$ cat src/rtl/fp_norm_pkg.sv
// Shared constants and types for the normalisation control stage and its
// leading-zero counter.
package fp_norm_pkg;

  localparam int DATA_WIDTH   = 32;
  localparam int SELECT_WIDTH = 5;
  localparam int EXP_WIDTH    = 8;

  typedef logic [SELECT_WIDTH:0]   lz_t;
  typedef logic [SELECT_WIDTH-1:0] shift_t;
  typedef logic [EXP_WIDTH-1:0]    exp_t;
  typedef logic [EXP_WIDTH:0]      exp_cmp_t;
  typedef logic [DATA_WIDTH-1:0]   mant_t;

  typedef struct packed {
    logic zero;
    logic underflow;
  } norm_flags_t;

endpackage

$ cat src/rtl/fp_norm_shift_ctrl_lzc_32.sv
// Combinational leading-zero counter for a 32-bit mantissa.
// An all-zero mantissa reports DATA_WIDTH.
module lzc_32
  import fp_norm_pkg::*;
(
  input  logic [DATA_WIDTH-1:0] mant,
  output logic [SELECT_WIDTH:0] lz
);

  // Scan upward so the highest set bit is the last one to write lz.
  always_comb begin
    lz = lz_t'(DATA_WIDTH);
    for (int i = 0; i < DATA_WIDTH; i++) begin
      if (mant[i]) lz = lz_t'(DATA_WIDTH - 1 - i);
    end
  end

endmodule

$ cat src/rtl/fp_norm_shift_ctrl.sv
// Normalisation control ahead of the 32-bit left barrel shifter: counts leading
// zeros, clamps the shift for subnormal results, 2-stage valid/ready pipeline.
module fp_norm_shift_ctrl
  import fp_norm_pkg::*;
(
  input  logic                    clk,
  input  logic                    rst,
  input  logic                    in_valid,
  output logic                    in_ready,
  input  logic [DATA_WIDTH-1:0]   in_mant,
  input  logic [EXP_WIDTH-1:0]    in_exp,
  input  logic                    in_sign,
  output logic                    out_valid,
  input  logic                    out_ready,
  output logic [DATA_WIDTH-1:0]   out_mant,
  output logic [SELECT_WIDTH-1:0] out_shift_num,
  output logic [EXP_WIDTH-1:0]    out_exp,
  output logic                    out_sign,
  output logic                    out_zero,
  output logic                    out_underflow
);

  logic        s1_valid, s2_valid;
  logic        s1_adv, s2_adv, in_fire;
  mant_t       s1_mant;
  exp_t        s1_exp;
  logic        s1_sign;
  lz_t         s1_lz, in_lz;
  shift_t      nxt_shift;
  exp_t        nxt_exp;
  norm_flags_t nxt_flags, s2_flags;

  lzc_32 u_lzc (
    .mant (in_mant),
    .lz   (in_lz)
  );

  assign s2_adv   = !s2_valid || out_ready;
  assign s1_adv   = !s1_valid || s2_adv;
  assign in_ready = s1_adv;
  assign in_fire  = in_valid && s1_adv;

  always_ff @(posedge clk) begin
    if (rst) begin
      s1_valid <= 1'b0;
      s1_mant  <= '0;
      s1_exp   <= '0;
      s1_sign  <= 1'b0;
      s1_lz    <= '0;
    end else if (s1_adv) begin
      s1_valid <= in_valid;
      if (in_fire) begin
        s1_mant <= in_mant;
        s1_exp  <= in_exp;
        s1_sign <= in_sign;
        s1_lz   <= in_lz;
      end
    end
  end

  // Once lz reaches the exponent the result is subnormal; exponents 0 and 1
  // share a scale, so the shift stops at exp-1.
  always_comb begin
    nxt_shift = '0;
    nxt_exp   = '0;
    nxt_flags = '0;
    if (s1_lz == lz_t'(DATA_WIDTH)) begin
      nxt_flags.zero = 1'b1;
    end else if (exp_cmp_t'(s1_lz) < exp_cmp_t'(s1_exp)) begin
      nxt_shift = s1_lz[SELECT_WIDTH-1:0];
      nxt_exp   = s1_exp - exp_t'(s1_lz);
    end else begin
      nxt_flags.underflow = 1'b1;
      nxt_shift = (s1_exp == '0) ? '0 : shift_t'(s1_exp - exp_t'(1));
    end
  end

  always_ff @(posedge clk) begin
    if (rst) begin
      s2_valid      <= 1'b0;
      out_mant      <= '0;
      out_shift_num <= '0;
      out_exp       <= '0;
      out_sign      <= 1'b0;
      s2_flags      <= '0;
    end else if (s2_adv) begin
      s2_valid <= s1_valid;
      if (s1_valid) begin
        out_mant      <= s1_mant;
        out_shift_num <= nxt_shift;
        out_exp       <= nxt_exp;
        out_sign      <= s1_sign;
        s2_flags      <= nxt_flags;
      end
    end
  end

  assign out_valid     = s2_valid;
  assign out_zero      = s2_flags.zero;
  assign out_underflow = s2_flags.underflow;

endmodule
$ cat config.mk
export PLATFORM = sky130hd
export DESIGN_NAME = fp_norm_shift_ctrl
export DESIGN_NICKNAME = d
export VERILOG_FILES = /design/src/rtl/fp_norm_pkg.sv /design/src/rtl/fp_norm_shift_ctrl_lzc_32.sv /design/src/rtl/fp_norm_shift_ctrl.sv
export SDC_FILE = /design/constraint.sdc
export NUM_CORES = 1
export LEC_CHECK = 0
export BUFFER_PORTS_ARGS = -buffer_cell sky130_fd_sc_hd__buf_2
export CAP_MARGIN = 20
export CORE_MARGIN = 5
export CORE_UTILIZATION = 52
export CTS_CLUSTER_DIAMETER = 120
export DETAILED_ROUTE_END_ITERATION = 10
export GPL_TIMING_DRIVEN = 0
export PLACE_DENSITY = 0.75
export SLEW_MARGIN = 20
export SYNTH_ARGS = -nofsm -noshare
export SYNTH_HDL_FRONTEND = slang
export SYNTH_SLANG_ARGS = --single-unit
export TNS_END_PERCENT = 5
$ cat constraint.sdc
create_clock -name clk -period 2.4 [get_ports clk]
set_input_delay 0 -clock clk [delete_from_list [all_inputs] [get_ports clk]]
set_output_delay 0 -clock clk [all_outputs]
set_load 0.01 [all_outputs]
==> impl_metrics.toml, run 1 <==
[run_status]
outcome = "finished clean"

[yosys]
synth-edff-count = 0
yosysSeqAreaShare_pct = 46.8
syn_inst = 533
ys_types = 49
syn-num-nets = 587
synthesis.area_sq_mm = 0.00415
ys_seq_elements = 97
syn_avg_cell_area_sq_um = 7.78
ys.flop_type = "dfxtp_1"
postSynth.asyncResetShare_pct = 0
ys.warnings.count = 0

[final_layout]
num_antenna_cells = 0
final_common_cell = "nand2_1"
utilization_pct = 69.8
area_growth_pct = 30.7
layout-drive-gt1-share_pct = 18.7
nets = 738
layout_common_cells = "162 x nand2_1, 97 x buf_2, 96 x dfxtp_1"

[run]
drv_cap = 0

[clock_network]
root_buffer = "clkbuf_8"
clk_latency_ps = 360
tritoncts = "yes"
cts_num_sinks = 97
cts_buffers = 9
clk_pin_slew_ps = 90
htree_levels = 3
cts.path.max_buffers = 2

[pwr]
p_leak_nw = 2.21
p_switching_w = 0.000894
power.share.switching_pct = 27.0
pwr-share-clk_pct = 32.1
combPwrFrac_pct = 15.9
power_w = 0.00331
powerDensity_mw_per_mm2 = 610
peakVddDrop_uv = 427
intPower_w = 0.00241
seq_power_share_pct = 52.0

[route]
dr_total_vias = 4335
wl_per_cell_um = 15.0
drt_iter0_markers = 296
vias_per_cell = 5.48
wirelength_um = 11900
ant_nets = 0
drcViolationCount = 0
drtPass1Iterations = 5

[worst_setup_path]
reg2regPathDepth = 10
crit_fanout = 7
cp_slowest_cell = "fa_2"
cp_num_buf_inv = 3
reg2reg_from = "s1_exp[0]$_SDFFE_PP0P_"
path_cells = "inv_2 > ha_2 > inv_1 > fa_2 > a211oi_2 > o21ai_2 > a211oi_4 > buf_4 > nor3_4 > a32o_1"
path_delay_family = "compound AO/OA/AOI/OAI gates"
required_ps = 2660
critPathLaunchType = "flip-flop"
max_stage_delay_ps = 370
path_depth = 10
endpoint_kind = "flip-flop"
startpoint = "s1_exp[0]$_SDFFE_PP0P_"
path_class = "flip-flop to flip-flop"
arrival_ps = 2590

[timing]
relSlewSlack_pct = 56.9
layout_setup_ws_ps = 70.1
finalCritPeriodShare_pct = 97.1
hold_violations = 0
slew_violations = 0
fin_worst_skew_ps = 7.80
worstMarginPinSlew_ps = 647
setup_viol = 0
fin_crit_ps = 2330
fmax_mhz = 429

[floorplanning]
fp-row-count = 32
chipHeight_um = 99.3
core_area_sq_mm = 0.00777
ios = 95
start_util_pct = 53.4
die_w_um = 99.3
dieArea_sq_mm = 0.00986

[place]
hpwlAfterDp_um = 8540
dp_slack_ps = -44.7
numPortBuffers = 94
place_congestion = 0.892

[worst_hold_path]
hold_class = "primary input to flip-flop"
hold_path_depth = 3
hp-start = "out_ready"

[global_route]
grt_max_degree = 16
grt_pass1_vias = 4079
antenna_found_initial = 0
grt_use_total_pct = 24.2
grt_pass1_wl_um = 19600
grt_overflow = 0
## metrics by stage
step | cell area [sq um] | std cells | setup TNS [ps] | hold slack, ps
after floorplan | 4150 | 533 | 0 | 129
after global placement | 4750 | 729 | 0 | 240
after detailed placement | 4750 | 729 | -167 | 248
after CTS | 5390 | 789 | 0 | 0.568
after global routing | 5420 | 791 | -34.2 | 45.6
final | 5420 | 791 | 0 | 15.8
## layer usage
layer  wire, um  vias to the layer above  track usage, %
met3        820                       21            4.35
met2       5490                      161            39.5
met1       5350                     2035            32.7
li1           -                     2118               -
met4        233                        0            7.35
met5          0                        -               0
## worst paths after layout
path,slack [ps],end
worst max-delay path,70,out_exp[5]$_SDFFE_PP0P_
worst min-delay path,20,out_valid$_SDFFE_PP0P_
worst max register to register,70,out_exp[5]$_SDFFE_PP0P_
worst min register to register,450,out_mant[21]$_SDFFE_PP0P_
## cells by family after synthesis
kind of cell / after synthesis / synth area share, %
mux: 1 / 0.241
compound gates: 138 / 19.8
xor+xnor: 6 / 1.27
flops: 97 / 46.8
fa+ha+maj: 9 / 2.90
simple gates: 236 / 24.7
buf+inv: 46 / 4.25
## state kept, by name, indices dropped and copies added (netlist names)
name,cells
out_underflow,1
s1_sign,1
s1_lz,6
s1_mant,32
out_valid,1
out_zero,1
out_mant,32
out_sign,1
out_shift_num,5
out_exp,8
s1_exp,8
s1_valid,1
## final cells by class
cell class                 count  area (sq um)
buffer                        29           115
clock buffer                  12           145
clock inverter                 4          52.6
fill                         661          2340
inverter                      17          63.8
multi-input combinational    390          2060
sequential                    97          1940
tap                          102           128
timing repair buffer         140           918
## synthesized netlist by cell type (all sizes together), types with 6 or more instances
cell type	n	area, sq um
o21ai	7	35.0
clkbuf	23	86.3
a21oi	89	445
inv	17	63.8
buf	6	26.3
or3	8	56.3
nand2	162	608
nor3	10	60.1
dfxtp	97	1940
ha	8	100
nor2	25	93.8
## tightest hold or removal path, delay by kind of cell
| family | cells | cell delay, ps |
|---|---|---|
| and+or+nand+nor | 1 | 160 |
| buffers and inverters | 1 | 90 |
| AOI/OAI and AO/OA | 1 | 80 |
## power by group through the flow
| stage | combinational (W) | sequential, W | clock (W) |
|---|---|---|---|
| 6_report | 0.000525 | 0.00172 | 0.00106 |
| 5_1_grt | 0.000577 | 0.00173 | 0.00115 |
| 4_1_cts | 0.000503 | 0.00172 | 0.00108 |
| 3_5_place_dp | 0.000434 | 0.00176 | 0 |
| 3_3_place_gp | 0.000424 | 0.00175 | 0 |
| 2_1_floorplan | 0.000261 | 0.00176 | 0 |
## what timing repair did
item	4_1_cts	5_1_grt
buffers inserted	1	2
hold buffers	42	0
gates cloned	1	0
resized for setup	5	6
hold endpoints to repair	42	0
endpoints found under the setup margin	8	13
pin swaps	1	4
(Power assumes the default switching activity.)
==> inputs of run 2 (changes only) <==
--- a/config.mk
+++ b/config.mk
@@ -11,7 +11,6 @@
 export CORE_UTILIZATION = 52
 export CTS_CLUSTER_DIAMETER = 120
 export DETAILED_ROUTE_END_ITERATION = 10
-export GPL_TIMING_DRIVEN = 0
 export PLACE_DENSITY = 0.75
 export SLEW_MARGIN = 20
 export SYNTH_ARGS = -nofsm -noshare
==> impl_metrics.toml, run 2 (synthesis results as in run 1) <==
[timing]
fin_crit_ps = 2270
hold_violations = 0
timing.hold.ws_ps = 19.1
fin_worst_skew_ps = 11.6
relSlewSlack_pct = 42.4
layout_setup_ws_ps = 132
finalCritPeriodShare_pct = 94.5
fmax_mhz = 441
slew_violations = 0
setup_viol = 0
worstMarginPinSlew_ps = 864

[worst_setup_path]
crit_fanout = 7
path_class = "flip-flop to flip-flop"
arrival_ps = 2540
critPathLaunchType = "flip-flop"
endpoint_kind = "flip-flop"
required_ps = 2670

[clock_network]
tritoncts = "yes"
cts_buffers = 9
htree_levels = 3
root_buffer = "clkbuf_8"
clk_pin_slew_ps = 100
clk_latency_ps = 360
cts_num_sinks = 97
cts.path.max_buffers = 2

[pwr]
p_switching_w = 0.000921
pwr-share-clk_pct = 33.7
powerDensity_mw_per_mm2 = 623
p_leak_nw = 2.22
power.share.switching_pct = 27.5
seq_power_share_pct = 51.4
intPower_w = 0.00242
peakVddDrop_uv = 353
combPwrFrac_pct = 14.9

[place]
dp_slack_ps = 96.7
numPortBuffers = 94
place_congestion = 0.851
dp_cells = 710
hpwlAfterDp_um = 7690

[final_layout]
layout-drive-gt1-share_pct = 19.7
num_antenna_cells = 0
fin_cells = 771
layout_common_cells = "162 x nand2_1, 97 x dfxtp_1, 95 x buf_2"
reg.largest.list = "out_mant x32, s1_mant x32"
multi_input_area_sq_mm = 0.00203
register_area_sq_mm = 0.00194
nets = 718
n_fill_cell = 673
utilization_pct = 69.1
area_growth_pct = 29.3
final_common_cell = "nand2_1"

[route]
drt_iter0_markers = 201
wl_per_cell_um = 14.2
dr_total_vias = 4146
drcViolationCount = 0
drtPass1Iterations = 4
wirelength_um = 11000
vias_per_cell = 5.38
ant_nets = 0

[global_route]
grt_max_degree = 49
grt_pass1_wl_um = 18200
grt_use_total_pct = 22.0
grt_overflow = 0
grt_pass1_vias = 3798
antenna_found_initial = 0

[run]
drv_cap = 0

[floorplanning]
core_area_sq_mm = 0.00777
chipHeight_um = 99.3
ios = 95
dieArea_sq_mm = 0.00986
start_util_pct = 53.4
die_w_um = 99.3
fp-row-count = 32

[run_status]
outcome = "finished clean"

[worst_hold_path]
hold_class = "primary input to flip-flop"
==> run 2: cell types whose count changed in the layout (fill, tap and decap cells not counted), moves of 2 or more <==
cell,before,now
buf_1,3,0
inv_6,0,4
clkinvlp_4,3,1
clkbuf_1,25,0
buf_2,97,95
buf_4,4,11
==> run 2: power groups by stage <==
stage	clock network [W]	logic, W	registers [W]
floorplan	0	0.000261	0.00176
global placement	0	0.000418	0.00175
detailed placement	0	0.000427	0.00175
CTS	0.00115	0.000483	0.00172
global route	0.00122	0.000552	0.00173
finish	0.00113	0.000497	0.00172
==> run 2: routing by layer <==
layer	vias up	share of wire (%)	track usage (%)
met1	1925	45	30.0
li1	2078	-	-
met2	128	48	36.3
met3	15	5.6	4.07
met5	-	0	0
met4	0	1.2	5.36
==> run 2: worst max-delay path: stages (launching register included) <==
cell and delay (ps):
dfxtp_1 340, inv_2 80, ha_1 160, inv_1 60, fa_2 360, a211oi_1 210
o21ai_1 130, a211oi_2 340, buf_4 170, nor3_2 70, a32o_1 250
==> run 2: through the flow <==
| step | power, W | area, sq um | TNS, ps |
|---|---|---|---|
| floorplan | 0.00202 | 4150 | 0 |
| global placement | 0.00217 | 4710 | 0 |
| detailed placement | 0.00218 | 4710 | 0 |
| CTS | 0.00335 | 5350 | 0 |
| global route | 0.00349 | 5360 | -26.8 |
| finish | 0.00334 | 5360 | 0 |
==> run 2: area by class of cell <==
class / instances / area share (%)
Clock inverter: 6 / 1.35
Clock buffer: 10 / 2.57
Inverter: 17 / 1.19
Tap cell: 102 / 2.38
Sequential cell: 97 / 36.2
Multi-Input combinational cell: 390 / 37.9
Timing Repair Buffer: 149 / 18.4
==> run 2: final timing paths <==
path,startpoint,end,slack [ps],cells past startpoint
max,s1_exp[0]$_SDFFE_PP0P_,out_exp[5]$_SDFFE_PP0P_,130,10
min,out_ready,out_valid$_SDFFE_PP0P_,20,3
max reg2reg,s1_exp[0]$_SDFFE_PP0P_,out_exp[5]$_SDFFE_PP0P_,130,10
min reg2reg,s1_mant[29]$_SDFFE_PP0P_,out_mant[29]$_SDFFE_PP0P_,450,2
==> run 2: timing repair <==
action,4_1_cts,5_1_grt
resized for setup,0,4
endpoints found under the hold margin,43,0
setup endpoints to repair,0,5
buffers inserted,0,1
hold buffers,43,0
==> inputs of run 3 (changes only) <==
--- a/config.mk
+++ b/config.mk
@@ -15,5 +15,6 @@
 export SLEW_MARGIN = 20
 export SYNTH_ARGS = -nofsm -noshare
 export SYNTH_HDL_FRONTEND = slang
+export SYNTH_HIERARCHICAL = 1
 export SYNTH_SLANG_ARGS = --single-unit
 export TNS_END_PERCENT = 5
==> impl_metrics.toml, run 3 <==
[yosys]
ys_types = 51
ys.flop_type = "dfxtp_1"
postSynth.asyncResetShare_pct = 0
ys.warnings.count = 6
syn-num-nets = 609
synth.largest_area_cell = "dfxtp_1"
synth-edff-count = 0
ys_seq_elements = 97
yosysSeqAreaShare_pct = 45.4
yosysMostFrequentCell = "nand2_1"
syn_inst = 555
synth_common_cells = "180 x nand2_1, 99 x a21oi_1, 97 x dfxtp_1, 24 x clkbuf_1"
syn_avg_cell_area_sq_um = 7.70
yosys.area.top_type_share_pct = 45.4
synth.top_cells.by_area = "dfxtp_1 45%, nand2_1 16%, a21oi_1 12%"
synthesis.area_sq_mm = 0.00427

[floorplanning]
chipHeight_um = 101
core_area_sq_mm = 0.00809
ios = 95
start_util_pct = 52.8
die_w_um = 101
dieArea_sq_mm = 0.0101
fp-row-count = 33

[place]
hpwlAfterDp_um = 7700
dp_slack_ps = 142
numPortBuffers = 94
dp_cells = 730
place_congestion = 0.856

[worst_setup_path]
reg2regPathDepth = 9
path_class = "flip-flop to flip-flop"
arrival_ps = 2580
critPathLaunchType = "flip-flop"
cp_num_buf_inv = 2
r2r_slack_ps = 100
cp_slowest_cell = "fa_1"
path_cells = "inv_1 > ha_1 > fa_1 > nor2b_1 > o31ai_2 > a21oi_2 > buf_4 > nand2_1 > o31ai_1"
r2r_end = "out_exp[7]$_SDFFE_PP0P_"
path_depth = 9
crit_end = "out_exp[7]$_SDFFE_PP0P_"
crit_fanout = 8
max_stage_delay_ps = 400
path_delay_family = "adder cells"
endpoint_kind = "flip-flop"
required_ps = 2680
reg2reg_from = "s1_exp[0]$_SDFFE_PP0P_"
startpoint = "s1_exp[0]$_SDFFE_PP0P_"

[route]
ant_nets = 0
drcViolationCount = 0
drtPass1Iterations = 5
wirelength_um = 11500
vias_per_cell = 5.49
drt_iter0_markers = 241
wl_per_cell_um = 14.5
dr_total_vias = 4352

[clock_network]
cts.path.max_buffers = 2
htree_levels = 3
clk_pin_slew_ps = 90
cts_buffers = 9
clk_latency_ps = 360
tritoncts = "yes"
cts_num_sinks = 97
root_buffer = "clkbuf_8"

[final_layout]
layout-drive-gt1-share_pct = 19.2
fin_cells = 792
layout_common_cells = "180 x nand2_1, 98 x a21oi_1, 97 x dfxtp_1"
num_antenna_cells = 0
nets = 736
n_fill_cell = 689
final_common_cell = "nand2_1"
reg.largest.list = "out_mant x32, s1_mant x32"
area_growth_pct = 29.0

[timing]
worstMarginPinSlew_ps = 566
slew_violations = 0
fmax_mhz = 434
layout_setup_ws_ps = 96.2
finalCritPeriodShare_pct = 96.0
fin_worst_skew_ps = 9.02
hold_violations = 0
setup_viol = 0
relSlewSlack_pct = 61.9
fin_crit_ps = 2300

[pwr]
power.share.switching_pct = 25.3
p_leak_nw = 2.27
p_switching_w = 0.000919
seq_power_share_pct = 47.4
powerDensity_mw_per_mm2 = 659
pwr-share-clk_pct = 37.6
combPwrFrac_pct = 15.1
peakVddDrop_uv = 382
intPower_w = 0.00271

[global_route]
grt_overflow = 0
antenna_found_initial = 0
grt_use_total_pct = 23.0
grt_pass1_wl_um = 19100
grt_max_degree = 49
grt_pass1_vias = 4095

[run_status]
outcome = "finished clean"

[worst_hold_path]
hold_path_depth = 2
hold_class = "primary input to flip-flop"

[run]
drv_cap = 0
## run 3: metal layers
metal  track usage (%)  vias to the layer above  wire length, um
li1                  -                     2144                -
met1              31.3                     2019             5060
met2              36.4                      167             5450
met3              4.50                       22              788
met4              7.88                        0              211
met5                 0                        -                0
## run 3: kinds of logic (layout without fill, tap and decap cells)
group / count (synthesis) / in the layout / share of synthesized area, %
buf+inv: 51 / 183 / 5.56
flops: 97 / 97 / 45.4
simple gates: 254 / 254 / 26.0
xor+xnor: 6 / 6 / 1.23
compound gates: 138 / 138 / 18.9
fa+ha+maj: 9 / 9 / 2.81
## run 3: area by class of cell
| cell class | count | area (sq um) | share of cell area [%] |
|---|---|---|---|
| sequential | 97 | 1940 | 35.2 |
| clock buffer | 9 | 124 | 2.25 |
| clock inverter | 7 | 143 | 2.59 |
| tap | 105 | 131 | 2.38 |
| timing repair buffer | 149 | 991 | 18.0 |
| multi-input combinational | 407 | 2110 | 38.3 |
| inverter | 18 | 67.6 | 1.23 |
## run 3: what timing repair did
action | 4_1_cts | 5_1_grt
hold endpoints to repair | 44 | 0
setup buffers | 0 | 3
setup endpoints to repair | 0 | 4
gates resized for setup | 0 | 1
hold buffers | 43 | 0
## run 3: per-stage QoR
stage | cell area, sq um | setup TNS [ps] | total power (W) | hold WS (ps) | utilization (%)
finish | 5510 | 0 | 0.00363 | 64.6 | 68.1
global route | 5510 | -21.3 | 0.00380 | 60.4 | 68.1
CTS | 5480 | 0 | 0.00362 | 46.8 | 67.7
detailed placement | 4790 | 0 | 0.00222 | 252 | 59.1
global placement | 4790 | 0 | 0.00220 | 242 | 59.1
floorplan | 4270 | 0 | 0.00205 | 133 | -
## run 3: worst min-delay path by stage
stage | start | slack (ps) | end
floorplan | in_exp[0] | 130 | s1_exp[0]$_SDFFE_PP0P_
global placement | in_exp[4] | 240 | s1_exp[4]$_SDFFE_PP0P_
detailed placement | in_exp[4] | 250 | s1_exp[4]$_SDFFE_PP0P_
CTS | rst | 50 | out_exp[0]$_SDFFE_PP0P_
global route | rst | 60 | out_exp[0]$_SDFFE_PP0P_
finish | rst | 60 | out_exp[0]$_SDFFE_PP0P_
## run 3: power groups by stage
| stage | logic [W] | clock network [W] | registers, W |
|---|---|---|---|
| after floorplan | 0.000294 | 0 | 0.00176 |
| after global placement | 0.000451 | 0 | 0.00175 |
| after detailed placement | 0.000461 | 0 | 0.00176 |
| after CTS | 0.000519 | 0.00138 | 0.00172 |
| after global routing | 0.000601 | 0.00147 | 0.00173 |
| final | 0.000547 | 0.00136 | 0.00172 |
